===== src/rtl/cla_zvn_compare.sv =====
// Carry-lookahead add/subtract unit with registered Z/V/N flags and signed compare decode.
// Optional sticky-overflow output is enabled by defining CLA_ZVN_STICKY_V_EN.
module cla_zvn_compare #(
    parameter int WIDTH = 8
) (
    input  logic             clk,
    input  logic             rst_n,
    input  logic             in_valid,
    input  logic [WIDTH-1:0] a,
    input  logic [WIDTH-1:0] b,
    input  logic [2:0]       alufn,
    output logic             out_valid,
    output logic [WIDTH-1:0] sum,
    output logic             cout,
    output logic             z,
    output logic             v,
    output logic             n,
    output logic             cmp
`ifdef CLA_ZVN_STICKY_V_EN
    ,
    output logic             v_sticky
`endif
);

    localparam int NG = (WIDTH + 3) / 4;
    localparam int NW = NG * 4;

    // Group generate: carry produced inside a 4-bit group regardless of its carry-in.
    function automatic logic grp_gen(input logic [3:0] g, input logic [3:1] p);
        return g[3] | (p[3] & g[2]) | (p[3] & p[2] & g[1]) | (p[3] & p[2] & p[1] & g[0]);
    endfunction

    // Carries into bits 1..3 of a group, fully expanded from the group carry-in.
    function automatic logic [2:0] grp_inner_carry(input logic [2:0] g, input logic [2:0] p,
                                                   input logic cin);
        logic [2:0] c;
        c[0] = g[0] | (p[0] & cin);
        c[1] = g[1] | (p[1] & g[0]) | (p[1] & p[0] & cin);
        c[2] = g[2] | (p[2] & g[1]) | (p[2] & p[1] & g[0]) | (p[2] & p[1] & p[0] & cin);
        return c;
    endfunction

    logic [WIDTH-1:0] bx_s;
    logic [NW-1:0]    a_ext_s;
    logic [NW-1:0]    bx_ext_s;
    logic [NW-1:0]    g_s;
    logic [NW-1:0]    p_s;
    logic [NW-1:0]    sum_ext_s;
    logic [NG-1:0]    grp_g_s;
    logic [NG-1:0]    grp_p_s;
    logic [NG:0]      grp_c_s;
    logic [NW:0]      c_s;
    logic [WIDTH-1:0] sum_s;
    logic             cout_s;
    logic             z_s;
    logic             v_s;
    logic             n_s;
    logic             cmp_s;

    logic             out_valid_r;
    logic [WIDTH-1:0] sum_r;
    logic             cout_r;
    logic             z_r;
    logic             v_r;
    logic             n_r;
    logic             cmp_r;

    assign bx_s = b ^ {WIDTH{alufn[0]}};

    // Zero-extend operands to a whole number of lookahead groups.
    always_comb begin
        a_ext_s              = {NW{1'b0}};
        bx_ext_s             = {NW{1'b0}};
        a_ext_s[WIDTH-1:0]   = a;
        bx_ext_s[WIDTH-1:0]  = bx_s;
    end

    assign g_s = a_ext_s & bx_ext_s;
    assign p_s = a_ext_s ^ bx_ext_s;

    genvar k;
    generate
        for (k = 0; k < NG; k++) begin : g_grp
            assign grp_g_s[k]            = grp_gen(g_s[4*k +: 4], p_s[4*k+1 +: 3]);
            assign grp_p_s[k]            = &p_s[4*k +: 4];
            assign c_s[4*k]              = grp_c_s[k];
            assign c_s[4*k+3 : 4*k+1]    = grp_inner_carry(g_s[4*k +: 3], p_s[4*k +: 3],
                                                           grp_c_s[k]);
        end
    endgenerate
    assign c_s[NW] = grp_c_s[NG];

    // Second-level lookahead: each group carry-in expanded from group G/P and the adder carry-in.
    always_comb begin
        logic term_v;
        logic pp_v;
        grp_c_s    = {(NG+1){1'b0}};
        grp_c_s[0] = alufn[0];
        for (int gi = 1; gi <= NG; gi++) begin
            term_v = 1'b0;
            for (int j = 0; j < gi; j++) begin
                pp_v = 1'b1;
                for (int m = j + 1; m < gi; m++) begin
                    pp_v = pp_v & grp_p_s[m];
                end
                term_v = term_v | (grp_g_s[j] & pp_v);
            end
            pp_v = 1'b1;
            for (int m = 0; m < gi; m++) begin
                pp_v = pp_v & grp_p_s[m];
            end
            grp_c_s[gi] = term_v | (pp_v & alufn[0]);
        end
    end

    assign sum_ext_s = p_s ^ c_s[NW-1:0];
    assign sum_s     = sum_ext_s[WIDTH-1:0];
    assign cout_s    = c_s[WIDTH];

    assign z_s = (sum_s == {WIDTH{1'b0}});
    assign n_s = sum_s[WIDTH-1];
    assign v_s = (a[WIDTH-1] & bx_s[WIDTH-1] & ~sum_s[WIDTH-1]) |
                 (~a[WIDTH-1] & ~bx_s[WIDTH-1] & sum_s[WIDTH-1]);

    // Compare decode; signed less-than is N xor V.
    always_comb begin
        cmp_s = 1'b0;
        case (alufn[2:1])
            2'b00:   cmp_s = 1'b0;
            2'b01:   cmp_s = z_s;
            2'b10:   cmp_s = n_s ^ v_s;
            2'b11:   cmp_s = z_s | (n_s ^ v_s);
            default: cmp_s = 1'b0;
        endcase
    end

    // Result register: loads on valid input, otherwise holds results and drops out_valid.
    always_ff @(posedge clk or negedge rst_n) begin
        if (!rst_n) begin
            out_valid_r <= 1'b0;
            sum_r       <= {WIDTH{1'b0}};
            cout_r      <= 1'b0;
            z_r         <= 1'b0;
            v_r         <= 1'b0;
            n_r         <= 1'b0;
            cmp_r       <= 1'b0;
        end else if (in_valid) begin
            out_valid_r <= 1'b1;
            sum_r       <= sum_s;
            cout_r      <= cout_s;
            z_r         <= z_s;
            v_r         <= v_s;
            n_r         <= n_s;
            cmp_r       <= cmp_s;
        end else begin
            out_valid_r <= 1'b0;
        end
    end

`ifdef CLA_ZVN_STICKY_V_EN
    logic v_sticky_r;

    // Sticky overflow: set by any valid overflowing result, cleared only by reset.
    always_ff @(posedge clk or negedge rst_n) begin
        if (!rst_n) begin
            v_sticky_r <= 1'b0;
        end else if (in_valid && v_s) begin
            v_sticky_r <= 1'b1;
        end else begin
            v_sticky_r <= v_sticky_r;
        end
    end

    assign v_sticky = v_sticky_r;
`endif

    assign out_valid = out_valid_r;
    assign sum       = sum_r;
    assign cout      = cout_r;
    assign z         = z_r;
    assign v         = v_r;
    assign n         = n_r;
    assign cmp       = cmp_r;

endmodule


===== config.mk =====
export PLATFORM = sky130hd
export DESIGN_NAME = cla_zvn_compare
export DESIGN_NICKNAME = d
export VERILOG_FILES = /design/src/rtl/cla_zvn_compare.sv
export SDC_FILE = /design/constraint.sdc
export NUM_CORES = 1
export LEC_CHECK = 0
export BUFFER_PORTS_ARGS = -buffer_cell sky130_fd_sc_hd__buf_2
export CORE_ASPECT_RATIO = 1.1
export CORE_MARGIN = 2
export CORE_UTILIZATION = 41
export CTS_CLUSTER_SIZE = 14
export DETAILED_ROUTE_END_ITERATION = 10
export PLACE_DENSITY_LB_ADDON = 0.2
export SKIP_LAST_GASP = 1
export SYNTH_ARGS = -nofsm -noshare
export SYNTH_HDL_FRONTEND = slang
export SYNTH_SLANG_ARGS = --single-unit

===== constraint.sdc =====
create_clock -name clk -period 0.8 [get_ports clk]
set_input_delay 0.04 -clock clk [delete_from_list [all_inputs] [get_ports clk]]
set_output_delay 0.04 -clock clk [all_outputs]
set_load 0.02 [all_outputs]

==> reports/qor.yml <==
wl_per_cell_um: 14.34
synth_cell_types: 35
crit_arrival_ps: 2330
crit_path_end_kind: "flop"
hold_violations: 0
clk_latency_ps: 280
synth_seq_area_share_pct: 33.04
max_slew.worst_pin.slew_ps: 452.5
gp_congestion: 0.7699
routed_wl_mm: 2.911
synthArstFlopShare_pct: 100.0
place_area_um2: 1416
grt_max_degree: 14
ys.flop_type: "dfrtp_1"
nets: 207
clk_pin_slew_ps: 80
drive_gt1_share_pct: 59.54
grt_busiest_layer: "met2"
ys_ff_latch: 13
status: "finished with violations"
final_area_um2: 1831
root_buffer: "clkbuf_4"
path_depth: 12
power_per_cell_area_nw_per_um2: 1880
dieArea_um2: 2810
reg2regPathDepth: 2
p_int_uw: 2164
drv_slew: 0
coreArea_um2: 2252
period_minus_slack_ps: 2148
antenna_found_initial: 0
crit_buf_inv: 1
viasPerCell: 5.167
grt_use_met3_pct: 4.054
clockBufferDepth: 2
yosys-top-cells-count: "dfrtp_1, xor2_1, ha_1"
drt_iter0_drc: 10
worstSetupPathType: "input port to flop"
syn_area_um2: 984.7
crit_family: "compound AO/OA/AOI/OAI gates"
cts_buffers: 3
switching_share_pct: 37.13
max_freq_mhz: 465.5
num_vias: 1049
cts.sinks: 13
ant_nets: 0
slowest_stage: "fa_2"
rows: 18
max_stage_delay_ps: 430
path_cells: "buf_12, xor2_4, ha_4, a211oi_4, nor2_2, o21ai_2, nand2b_1, fa_2, nand3b_1, nor2_2, o2111ai_2, o31ai_1"
max-slew-margin-rel_pct: 68.97
grt_setup_unrepaired: "yes"
drtPass1Iterations: 4
synthCells: 98
power.clock.fraction_pct: 12.1
diodes: 0
route.detailed.drc: 0
p_sw_uw: 1278
die_w_um: 50.73
ios: 36
start_util_pct: 43.72
synth_edf_count: 0
yosysMostFrequentCell: "dfrtp_1"
setup_ws_ps: -1348
cp_max_fo: 6
tns_ps: -10790
crit_top_cell: "nor2_2"
violations: "negative setup slack"
timing.final.crit_share_pct: 268.6
drv_cap: 0
grt.overflow.total: 0
grt_usage_pct: 22.84
skew_ps: 0
worstPathRequired_ps: 990
syn-num-nets: 131
holdPathStages: 3
setup_viol: 26
chipHeight_um: 55.40
min-delay-path-class: "input port to flop"
cp-start-kind: "input port"
io_buffers: 35
hpwl_mm: 2.078
grt_pass1_vias: 1125
power.total_uw: 3441
ir_drop_mv: 1.614
yosysTopAreaCellShare_pct: 33.04
yosys.area.top_type: "dfrtp_1"
globalRouteMet1Util_pct: 25.48
p_leak_uw: 0.0008833
synth_area_leaders: "dfrtp_1, ha_1, xor2_1"
avgSynthCellArea_um2: 10.05
cts.htree.levels: 1
pwr-share-seq_pct: 26.7
use_met2_pct: 42.11
grt_pass1_wl_mm: 4.926
yosys_warnings: 0
combPwrFrac_pct: 61.2
cts_tree: "done"
areaGrowthSynthToFinish_pct: 85.90
## path summary, 6_finish.rpt
kind	startpoint	endpoint	slack, ps
min	alufn[1]	cmp	10
min reg2reg	cout	cout	540
min in group asynchronous	rst_n	sum[4]	190
max in group asynchronous	rst_n	sum[5]	380
max reg2reg	cmp	cmp	-20
max	alufn[0]	cmp	-1350
## cell families after synthesis
family          Yosys count  share of synthesized area (%)
compound gates           23                          17.54
xor+xnor                 12                          10.67
fa+ha+maj                11                          15.50
simple gates             19                          9.276
flops                    13                          33.04
buf+inv                  12                          5.463
mux                       8                          8.513
## registers in the layout, indices dropped and copies added, names as in the netlist
| signal | cells |
|---|---|
| cmp | 1 |
| cout | 1 |
| n | 1 |
| out_valid | 1 |
| sum | 7 |
| v | 1 |
| z | 1 |
## area by class of cell
cell class,instances,area [um2]
multi-input cells,73,792.0
repair buffers,75,619.3
fillers,142,421.7
flip-flops and latches,13,325.3
well taps,30,37.54
inverters,8,30.03
clock buffers,4,26.28
## timing repair
action,in CTS,in global routing
hold endpoints to repair,13,0
buffers inserted,7,4
pin swaps,15,11
setup endpoints to repair,26,25
gates resized for setup,57,15
hold buffers,1,0
cloned,0,0
## through the flow
stage	hold WS [ps]	std cells	util [%]	setup slack, ps
finish	11.38	203	81.28	-1348
global route	19.21	203	81.28	-1473
CTS	3.788	201	76.56	-1270
detailed placement	-51.38	191	62.89	-1777
global placement	-64.38	191	62.89	-1710
floorplan	-255.6	98	-	-1541
## tightest hold or removal path: cells and delay by family
kind            cells  cell delay [ps]
compound gates      1               70
buf+inv             2              150
## power by group through the flow
stage,Combinational [uW],Clock (uW),Sequential (uW)
floorplan,653,0,1080
global placement,1440,0,882
detailed placement,1470,0,892
CTS,1920,419,923
global route,2250,472,943
finish,2100,417,919
## layout by cell type, fill, tap and decap left out, drive strengths merged
cell,instances
buf,74
dfrtp,13
xor2,10
ha,9
inv,8
nor2,7
o21ai,6
nand2,5
mux2i,5
clkbuf,4
a21oi,3
mux2,3
nand3b,2
o22ai,2
a211oi,2
xnor2,2
fa,2
nand2b,1
a2111oi,1
o211ai,1
a31oi,1
a21o,1
o21a,1
nand3,1
o221ai,1
o211a,1
nor3,1
o2111ai,1
o31ai,1
or3,1
nor2b,1
a31o,1
dlygate4sd3,1
## per-layer routing
metal | part of all wire (%) | up-vias
met4 | 1.9 | 0
met1 | 38 | 515
met2 | 56 | 34
met5 | 0 | -
li1 | - | 493
met3 | 3.9 | 7
(Power assumes the default switching activity.)
